--- src/rtl/boot_pkg.sv ---
// Shared types and constants for the serial boot loader.
package boot_pkg;

   typedef enum logic [2:0] {
      StCntLo,
      StCntHi,
      StLoad,
      StCheck,
      StDone,
      StErr
   } boot_state_e;

   localparam int unsigned HdrLen       = 2;
   localparam int unsigned BytesPerWord = 4;

   // Clock cycles per UART bit, rounded to nearest.
   function automatic int unsigned calc_div(input int unsigned clk_hz, input int unsigned baud);
      return (clk_hz + baud / 2) / baud;
   endfunction

endpackage

--- src/rtl/boot_loader_if.sv ---
// UART input plus instruction-memory write port and status of the boot loader.
interface boot_loader_if #(
   parameter int unsigned ADDR_W = 10
);
   logic              rx;
   logic              imem_we;
   logic [ADDR_W-1:0] imem_addr;
   logic [31:0]       imem_wdata;
   logic              core_rst_n;
   logic              busy;
   logic              done;
   logic              err;

   modport master (
      input  rx,
      output imem_we, imem_addr, imem_wdata, core_rst_n, busy, done, err
   );

   modport slave (
      output rx,
      input  imem_we, imem_addr, imem_wdata, core_rst_n, busy, done, err
   );
endinterface

--- src/rtl/uart_rx_byte.sv ---
// 8N1 UART byte receiver: 2-flop synchronizer, mid-start glitch rejection, stop-bit check.
module uart_rx_byte
   import boot_pkg::*;
#(
   parameter int unsigned Div = 16
) (
   input  logic       clk_i,
   input  logic       rst_ni,
   input  logic       rx_i,
   output logic [7:0] byte_o,
   output logic       byte_valid_o,
   output logic       frame_err_o,
   output logic       start_o
);

   localparam int unsigned CntW = (Div > 2) ? $clog2(Div) : 1;

   typedef enum logic [1:0] {RxIdle, RxStart, RxData, RxStop} rx_state_e;

   rx_state_e       state_q;
   logic            rx_meta_q, rx_sync_q, rx_prev_q;
   logic [CntW-1:0] cnt_q;
   logic [2:0]      bit_idx_q;
   logic [7:0]      shreg_q;
   logic [7:0]      byte_q;
   logic            valid_q, ferr_q, start_q;

   always_ff @(posedge clk_i) begin
      if (!rst_ni) begin
         state_q   <= RxIdle;
         rx_meta_q <= 1'b1;
         rx_sync_q <= 1'b1;
         rx_prev_q <= 1'b1;
         cnt_q     <= '0;
         bit_idx_q <= '0;
         shreg_q   <= '0;
         byte_q    <= '0;
         valid_q   <= 1'b0;
         ferr_q    <= 1'b0;
         start_q   <= 1'b0;
      end else begin
         rx_meta_q <= rx_i;
         rx_sync_q <= rx_meta_q;
         rx_prev_q <= rx_sync_q;
         valid_q   <= 1'b0;
         ferr_q    <= 1'b0;
         start_q   <= 1'b0;
         case (state_q)
            RxIdle: begin
               if (rx_prev_q && !rx_sync_q) begin
                  cnt_q   <= '0;
                  state_q <= RxStart;
               end
            end
            RxStart: begin
               // Line back high at mid start bit means a glitch; drop it silently.
               if (cnt_q == CntW'(Div / 2 - 1)) begin
                  cnt_q <= '0;
                  if (rx_sync_q) begin
                     state_q <= RxIdle;
                  end else begin
                     state_q   <= RxData;
                     bit_idx_q <= '0;
                     start_q   <= 1'b1;
                  end
               end else begin
                  cnt_q <= cnt_q + CntW'(1);
               end
            end
            RxData: begin
               if (cnt_q == CntW'(Div - 1)) begin
                  cnt_q   <= '0;
                  shreg_q <= {rx_sync_q, shreg_q[7:1]};
                  if (bit_idx_q == 3'd7) begin
                     state_q <= RxStop;
                  end else begin
                     bit_idx_q <= bit_idx_q + 3'd1;
                  end
               end else begin
                  cnt_q <= cnt_q + CntW'(1);
               end
            end
            RxStop: begin
               if (cnt_q == CntW'(Div - 1)) begin
                  cnt_q   <= '0;
                  state_q <= RxIdle;
                  if (rx_sync_q) begin
                     valid_q <= 1'b1;
                     byte_q  <= shreg_q;
                  end else begin
                     ferr_q <= 1'b1;
                  end
               end else begin
                  cnt_q <= cnt_q + CntW'(1);
               end
            end
            default: state_q <= RxIdle;
         endcase
      end
   end

   assign byte_o       = byte_q;
   assign byte_valid_o = valid_q;
   assign frame_err_o  = ferr_q;
   assign start_o      = start_q;

endmodule

--- src/rtl/boot_loader.sv ---
// UART program loader: writes a little-endian word image into imem, then releases the core.
// Define BOOT_CHECKSUM_EN to require a trailing XOR checksum byte over the data bytes.
module boot_loader
   import boot_pkg::*;
#(
   parameter int unsigned CLK_HZ = 100_000_000,
   parameter int unsigned BAUD   = 115200,
   parameter int unsigned ADDR_W = 10
) (
   input  logic          clk,
   input  logic          rst,
   boot_loader_if.master bus
);

   localparam int unsigned Div   = calc_div(CLK_HZ, BAUD);
   localparam int unsigned Depth = 2 ** ADDR_W;

   logic [7:0]        rx_byte;
   logic              rx_valid, rx_ferr, rx_start;

   boot_state_e       state_q;
   logic [7:0]        cnt_lo_q;
   logic [15:0]       n_q, word_q;
   logic [1:0]        idx_q;
   logic [23:0]       acc_q;
   logic              imem_we_q;
   logic [ADDR_W-1:0] imem_addr_q;
   logic [31:0]       imem_wdata_q;
   logic              core_rst_n_q, busy_q, done_q, err_q;
   logic [15:0]       cnt_n;
`ifdef BOOT_CHECKSUM_EN
   logic [7:0]        xor_q;
`endif

   uart_rx_byte #(
      .Div (Div)
   ) u_rx (
      .clk_i        (clk),
      .rst_ni       (rst),
      .rx_i         (bus.rx),
      .byte_o       (rx_byte),
      .byte_valid_o (rx_valid),
      .frame_err_o  (rx_ferr),
      .start_o      (rx_start)
   );

   assign cnt_n = {rx_byte, cnt_lo_q};

   always_ff @(posedge clk) begin
      if (!rst) begin
         state_q      <= StCntLo;
         cnt_lo_q     <= '0;
         n_q          <= '0;
         word_q       <= '0;
         idx_q        <= '0;
         acc_q        <= '0;
         imem_we_q    <= 1'b0;
         imem_addr_q  <= '0;
         imem_wdata_q <= '0;
         core_rst_n_q <= 1'b0;
         busy_q       <= 1'b0;
         done_q       <= 1'b0;
         err_q        <= 1'b0;
`ifdef BOOT_CHECKSUM_EN
         xor_q        <= '0;
`endif
      end else begin
         imem_we_q <= 1'b0;
         if (rx_ferr && state_q != StDone && state_q != StErr) begin
            state_q <= StErr;
            err_q   <= 1'b1;
            busy_q  <= 1'b0;
         end else begin
            case (state_q)
               StCntLo: begin
                  if (rx_start) busy_q <= 1'b1;
                  if (rx_valid) begin
                     cnt_lo_q <= rx_byte;
                     state_q  <= StCntHi;
                  end
               end
               StCntHi: begin
                  if (rx_valid) begin
                     n_q    <= cnt_n;
                     idx_q  <= '0;
                     word_q <= '0;
                     if (32'(cnt_n) > Depth) begin
                        state_q <= StErr;
                        err_q   <= 1'b1;
                        busy_q  <= 1'b0;
                     end else if (cnt_n == 16'd0) begin
`ifdef BOOT_CHECKSUM_EN
                        state_q <= StCheck;
`else
                        state_q <= StDone;
                        done_q  <= 1'b1;
                        busy_q  <= 1'b0;
`endif
                     end else begin
                        state_q <= StLoad;
                     end
                  end
               end
               StLoad: begin
                  // Address advances in the cycle after the write strobe.
                  if (imem_we_q) begin
                     imem_addr_q <= imem_addr_q + ADDR_W'(1);
                     word_q      <= word_q + 16'd1;
                     if (word_q == n_q - 16'd1) begin
`ifdef BOOT_CHECKSUM_EN
                        state_q <= StCheck;
`else
                        state_q <= StDone;
                        done_q  <= 1'b1;
                        busy_q  <= 1'b0;
`endif
                     end
                  end else if (rx_valid) begin
`ifdef BOOT_CHECKSUM_EN
                     xor_q <= xor_q ^ rx_byte;
`endif
                     case (idx_q)
                        2'd0: acc_q[7:0]   <= rx_byte;
                        2'd1: acc_q[15:8]  <= rx_byte;
                        2'd2: acc_q[23:16] <= rx_byte;
                        default: begin
                           imem_we_q    <= 1'b1;
                           imem_wdata_q <= {rx_byte, acc_q};
                        end
                     endcase
                     idx_q <= idx_q + 2'd1;
                  end
               end
`ifdef BOOT_CHECKSUM_EN
               StCheck: begin
                  if (rx_valid) begin
                     busy_q <= 1'b0;
                     if (rx_byte == xor_q) begin
                        state_q <= StDone;
                        done_q  <= 1'b1;
                     end else begin
                        state_q <= StErr;
                        err_q   <= 1'b1;
                     end
                  end
               end
`endif
               StDone: core_rst_n_q <= 1'b1;
               default: ;
            endcase
         end
      end
   end

   assign bus.imem_we    = imem_we_q;
   assign bus.imem_addr  = imem_addr_q;
   assign bus.imem_wdata = imem_wdata_q;
   assign bus.core_rst_n = core_rst_n_q;
   assign bus.busy       = busy_q;
   assign bus.done       = done_q;
   assign bus.err        = err_q;

endmodule

--- src/flat_wrapper.sv ---
// flat-port wrapper written by rule: the top's interface ports become plain ports
module boot_loader_flat import boot_pkg::*;
#(
   parameter int unsigned CLK_HZ = 100_000_000,
   parameter int unsigned BAUD   = 115200,
   parameter int unsigned ADDR_W = 10
)
  (clk, rst, bus_rx, bus_imem_we, bus_imem_addr, bus_imem_wdata, bus_core_rst_n, bus_busy, bus_done, bus_err);
  boot_loader_if #(.ADDR_W(ADDR_W)) bus_i ();
  input  logic clk;
  input  logic rst;
  input wire logic [$bits(bus_i.rx)-1:0] bus_rx;
  output wire logic [$bits(bus_i.imem_we)-1:0] bus_imem_we;
  output wire logic [$bits(bus_i.imem_addr)-1:0] bus_imem_addr;
  output wire logic [$bits(bus_i.imem_wdata)-1:0] bus_imem_wdata;
  output wire logic [$bits(bus_i.core_rst_n)-1:0] bus_core_rst_n;
  output wire logic [$bits(bus_i.busy)-1:0] bus_busy;
  output wire logic [$bits(bus_i.done)-1:0] bus_done;
  output wire logic [$bits(bus_i.err)-1:0] bus_err;
  assign bus_i.rx = bus_rx;
  assign bus_imem_we = bus_i.imem_we;
  assign bus_imem_addr = bus_i.imem_addr;
  assign bus_imem_wdata = bus_i.imem_wdata;
  assign bus_core_rst_n = bus_i.core_rst_n;
  assign bus_busy = bus_i.busy;
  assign bus_done = bus_i.done;
  assign bus_err = bus_i.err;
  boot_loader #(.CLK_HZ(CLK_HZ), .BAUD(BAUD), .ADDR_W(ADDR_W)) u_core (.clk(clk), .rst(rst), .bus(bus_i));
endmodule
--- config.mk ---
export PLATFORM = sky130hd
export DESIGN_NAME = boot_loader_flat
export DESIGN_NICKNAME = d
export VERILOG_FILES = /design/src/rtl/boot_pkg.sv /design/src/rtl/boot_loader_if.sv /design/src/rtl/uart_rx_byte.sv /design/src/rtl/boot_loader.sv /design/src/flat_wrapper.sv
export SDC_FILE = /design/constraint.sdc
export NUM_CORES = 1
export LEC_CHECK = 0
export ABC_CLOCK_PERIOD_IN_PS = 3400
export BUFFER_PORTS_ARGS = -buffer_cell sky130_fd_sc_hd__buf_2
export CORE_MARGIN = 4
export CORE_UTILIZATION = 30
export CTS_CLUSTER_DIAMETER = 100
export DETAILED_ROUTE_END_ITERATION = 8
export SYNTH_ARGS = -nofsm -noshare
export SYNTH_HDL_FRONTEND = slang
export SYNTH_HIERARCHICAL = 1
export SYNTH_SLANG_ARGS = --single-unit
--- constraint.sdc ---
create_clock -name clk -period 3.4 [get_ports clk]
set_clock_uncertainty 0.15 [all_clocks]
set_input_delay 0.68 -clock clk [delete_from_list [all_inputs] [get_ports clk]]
set_output_delay 0.68 -clock clk [all_outputs]
set_load 0.02 [all_outputs]
# [After elaboration in Yosys (flattened, before gate mapping)]
# Cells that the tools add are included.
[op_classes] addsub=6 order_cmp=1 eq_ne=35 mux=51 n_bitwise=6 n_reduce_logical=40
[op_table] operator="$reduce_and A5 Y1" count=9
[op_table] operator="$mux W3" count=11
[op_table] operator="$mux W16" count=2
[op_table] operator="$pmux W16 S2" count=1
[op_table] operator="$mux W10" count=3
[op_table] operator="$pmux W10 S3" count=1
[op_table] operator="$ne A2 B2 Y1 const B" count=13
[op_table] operator="$reduce_and A3 Y1" count=7
[op_table] operator="$add A10 B1 Y10 const B" count=2
[op_table] operator="$mux W1" count=18
[op_table] operator="$mux W2" count=9
[op_table] operator="$add A16 B1 Y16 const B" count=1
[op_table] operator="$eq A16 B16 Y1" count=1
[op_table] operator="$gt A16 B11 Y1 const B" count=1
[op_table] operator="$logic_not A16 Y1" count=1
[op_table] operator="$sub A16 B1 Y16 const B" count=1
[op_table] operator="$eq A10 B10 Y1 const B" count=1
[op_table] operator="$eq A10 B9 Y1 const B" count=1
[op_table] operator="$reduce_bool A2 Y1" count=5
[op_table] operator="$ne A3 B1 Y1 const B" count=3
[op_table] operator="$pmux W3 S3" count=1
[op_table] operator="$pmux W2 S4" count=1
[op_table] operator="$reduce_and A7 Y1" count=1
[op_table] operator="$eq A2 B2 Y1 const B" count=3
[op_table] operator="other kinds (26)" count=42
[totals] regBits=153 in_bits=3 out_inout_bits=47 wordCells=166

# [Logic depth before layout (Yosys ltp)]
[logic_depth] ltp_word=6 ltp_mapped=10 ltp_nobuf=9

# [Cells and area by module]
# Netlist, hierarchy kept.
[modules_own_cells] module="boot_loader" instances=1 cells_per_inst=654 area_each_um2=5287.6 seq_area_each_um2=2322.2
[modules_own_cells] module="uart_rx_byte" instances=1 cells_per_inst=179 area_each_um2=1741.7 seq_area_each_um2=740.7

# [Worst setup path after synthesis]
# Ideal clock, no wire load.
[synth_path] path_type="register -> register" startpoint="reg u_core.n_q[3]" endpoint="reg u_core.busy_q, in the netlist u_core/bus.busy" setup_time_ps=103 t_arrival_ps=2653 required_time_ps=3147 slack_ps=493 stages_incl_launch_ff=9 path_buffers=1 synth_period_minus_slack_ps=2907 cell_sequence="dfxtp_1 > or4_1 > buf_2 > or4_4 > a2111oi_4 > o211ai_2 > a211oi_4 > a31oi_1 > a2111oi_2"
[synth_via] elab_chain_cells=4
[synth_rtl] item="start, declared" line_no="boot_loader.sv:23" text="logic [15:0] n_q, word_q;"
[synth_rtl] item="start signal, assigned" line_no="boot_loader.sv:84" text="n_q <= cnt_n;"
[synth_rtl] item="$sub A16 B1 Y16" line_no="boot_loader.sv:109" text="if (word_q == n_q - 16'd1) begin"
[synth_rtl] item="$eq A16 B16 Y1" line_no="boot_loader.sv:109"
[synth_rtl] item="$ne A2 B1 Y1 (no line)"
[synth_rtl] item="$reduce_and A6 Y1 (no line)"
[synth_rtl] item="end signal, assigned" line_no="boot_loader.sv:90" text="busy_q <= 1'b0;"
[synth_rtl] item="end signal, assigned" line_no="boot_loader.sv:97" text="busy_q <= 1'b0;"
[synth_rtl] item="end signal, assigned" line_no="boot_loader.sv:115" text="busy_q <= 1'b0;"
[synth_rtl] item="end, declared" line_no="boot_loader.sv:29" text="logic core_rst_n_q, busy_q, done_q, err_q;"
# No other way between the ends.
# A chain may end at the register's enable or synchronous reset.

# [Final worst setup path]
# Ends and elaborated chain as after synthesis.

==> run summary <==
Setup CP Type: reg -> reg
RSZ-0062 raised after global routing: false
io pins: 50
Synth area leader: dfxtp_1
r2r worst-path depth: 7
synth top area cells: dfxtp_1 (44%), nand2_1 (9.1%), mux2i_1 (4.8%), a21oi_1 (3.6%), a21boi_0 (3.4%)
CP startpoint kind: register
CTS buffer count: 17
Setup violations, final: 0
Netlist cell types: 66
Die Area: 25940 um2
H-tree levels: 4
hold_buf cts: 0
Period minus WS final: 3246 ps
ant diodes: 0
synthesized net count: 847
root buffer cell: clkbuf_16
CTS tree: yes
Min-Delay Endpoint: u_core/u_rx/rx_sync_q$_SDFF_PN1_
vias in the first global route: 5556
Total Routing Usage GR: 13.02%
CTS max path bufs: 2
Comb pwr share: 1.5%
Tcrit/Tclk final: 95.46%
core footprint: 22850 um2
number of synthesized flops with an enable pin: 0
I/O Buffers: 49
post_cts resized: 0
Die W: 161.1 um
critical path endpoint category: register
area share of the largest cell type after synthesis: 43.57%
Peak supply drop: 0.3207 mV
Cells after Synth: 833
Vias/cell: 4.839
fraction of registers with async set/reset: 0%
Pwr Density: 444.9 nW/um2
Slew headroom: 46.16%
final WL: 16520 um
Max-cap violations: 0
ys flop type: dfxtp_1
status: finished, final reports clean
Die Span Y: 161.1 um
Reg-to-Reg Start: u_core/n_q[3]$_SDFFE_PN0P_
number of cell rows: 55
Setup Buffers After CTS: 0
final hold violation count: 0
register clock-pin slew on the reported worst setup and hold paths: 70 ps
initial DRC count: 335
routed via count: 5787
TritonCTS Sinks: 153
grt total ovfl: 0
Hold Path Stages: 1
Leak Pwr: 2.972 nW
Area Growth Syn to Fin: 16.27%
Sw Pwr: 863.5 uW
internal power: 2.772 mW
Worst Max-Slew Pin Slew: 806.5 ps
#FFs+latches synth: 153
Initial Util: 30.77%
Cell Area, Synth: 7029 um2
hold_sp: u_core/u_rx/rx_meta_q$_SDFF_PN1_
# DRC: 0
Finished Core Util: 35.77%
flop2flop setup slack: 150 ps
Pins Over Slew Limit: 0
worst-skew pair later-pin latency: 420 ps
final net count: 885
switching share of power: 23.75%
routed length per instance: 13.82 um
share of layout cells above drive strength 1: 12.91%
Ys Warns: 6
CP arrival: 3400 ps
filler cell count: 2418
Avg Cell Area, Syn: 8.438 um2
Req. time, crit path: 3560 ps
sequential-to-total area share from yosys stat: 43.57%
Flop pwr share: 49.5%
global-route wire length before repair: 28060 um
initial antenna violation count: 0
top-count cell post-synth: nand2_1
Clock Power Share: 49.0%
CP Max Fanout: 6
Max Fclk: 0.3081 GHz
largest net degree at the start of global routing: 40
Fin Setup TNS: 0 ps
global placement routability congestion: 0.8162
top post-synthesis cells by count: nand2_1 (171), dfxtp_1 (153), nor2_1 (55)
RR Endpoint: u_core/bus.busy$_SDFFE_PP0P_
min-delay worst type: reg -> reg
ANT nets after route: 0
DR pass1 iterations: 5
Detailed Place HPWL: 11440 um
-- cell families (layout without fill, tap and decap cells) --
kind of cell,count (synthesis),count (layout),synth area share [%]
adders and majority gates,11,11,1.958
xor gates and xnor gates,41,41,5.109
muxes,35,35,5.002
DFF,153,153,43.57
AOI/OAI and AO/OA,151,151,15.06
buffers and inverters,65,115,3.720
and+or+nand+nor,377,377,25.58
-- power groups by stage --
| stage | combinational, mW | clock (mW) | sequential [mW] |
|---|---|---|---|
| 2_1_floorplan | 0.0395 | 0 | 1.84 |
| 3_3_place_gp | 0.0548 | 0 | 1.84 |
| 3_5_place_dp | 0.0549 | 0 | 1.84 |
| 4_1_cts | 0.0550 | 1.84 | 1.80 |
| 5_1_grt | 0.0601 | 1.93 | 1.80 |
| 6_report | 0.0539 | 1.78 | 1.80 |
-- metal layers --
layer | wire length, um | up-vias | global-route usage (%)
met5 | 0 | - | 0
met4 | 355 | 0 | 5.545
met3 | 579 | 26 | 2.603
met2 | 7766 | 93 | 20.84
met1 | 7822 | 2711 | 17.15
li1 | - | 2957 | -
-- metrics by stage --
stage / hold slack, ps / setup slack [ps] / cell area (um2) / cells / power [mW]
finish: 260.6 / 154.2 / 8173 / 1196 / 3.636
global placement: 250.6 / 347.8 / 7616 / 1165 / 1.895
CTS: 266.0 / 169.5 / 8173 / 1196 / 3.691
detailed placement: 250.3 / 213.0 / 7616 / 1165 / 1.895
global route: 280.6 / 2.465 / 8173 / 1196 / 3.784
floorplan: 236.3 / 493.4 / 7029 / 833 / 1.878
-- worst max-delay path: stages (launching register included) --
cell and delay (ps):
dfxtp_1 370, or4_1 670, or4_4 580, a2111oi_4 390
o211ai_2 160, a211oi_4 290, a31oi_1 150, a2111oi_2 380
-- sequential cells by signal (all words and copies together) (netlist names), 2 cells and up, named ones only --
register,count
u_core/state_q,3
u_core/word_q,16
u_core/n_q,16
u_core/cnt_lo_q,8
u_core/acc_q,24
u_core/u_rx/cnt_q,10
u_core/u_rx/shreg_q,8
u_core/u_rx/bit_idx_q,3
u_core/bus.imem_addr,10
u_core/idx_q,2
u_core/bus.imem_wdata,32
u_core/u_rx/byte_o,8
-- worst max path at each step --
stage / startpoint / endpoint / depth (start not counted)
after floorplan: u_core/n_q[3]$_SDFFE_PN0P_ / u_core/bus.busy$_SDFFE_PP0P_ / 8
after global placement: u_core/n_q[3]$_SDFFE_PN0P_ / u_core/bus.busy$_SDFFE_PP0P_ / 7
after global routing: u_core/n_q[3]$_SDFFE_PN0P_ / u_core/bus.busy$_SDFFE_PP0P_ / 7
final: u_core/n_q[3]$_SDFFE_PN0P_ / u_core/bus.busy$_SDFFE_PP0P_ / 7
after CTS: u_core/n_q[3]$_SDFFE_PN0P_ / u_core/bus.busy$_SDFFE_PP0P_ / 7
after detailed placement: u_core/n_q[3]$_SDFFE_PN0P_ / u_core/bus.busy$_SDFFE_PP0P_ / 7
-- layout make-up --
cell class              instances  area (um2)  area share [%]
multi-input cells             615        3710           45.39
flip-flops and latches        153        3063           37.48
clock buffers                  17       425.4           5.205
repair buffers                 69       395.4           4.838
well taps                     313       391.6           4.792
clock inverters                14       131.4           1.607
inverters                      15       56.30          0.6889
-- placed cells by master (no fill, tap or decap), types with 3 or more instances in the layout --
cell type and count:
dfxtp_1 153, nand3b_1 5, nor4b_1 3, o21a_1 6, a22oi_1 3, inv_6 6, and4_1 4, a21oi_1 51
or3_1 4, o21ai_1 4, nor4_1 10, ha_1 11, nand3_1 42, o221ai_1 4, a21boi_0 32, a21boi_1 4
xor2_1 23, nand2_1 171, o22ai_1 3, buf_4 20, and2_1 5, mux2i_1 34, clkinvlp_4 3, a31oi_1 4
nand4_1 13, and3_1 9, inv_1 14, xnor2_1 18, nor2_1 55, or4_1 3, clkbuf_16 17, nand2b_1 7
o21ai_0 10, nor3_1 15, nor2b_1 21, buf_2 49
Note: power is estimated with default switching activity, not from simulation.
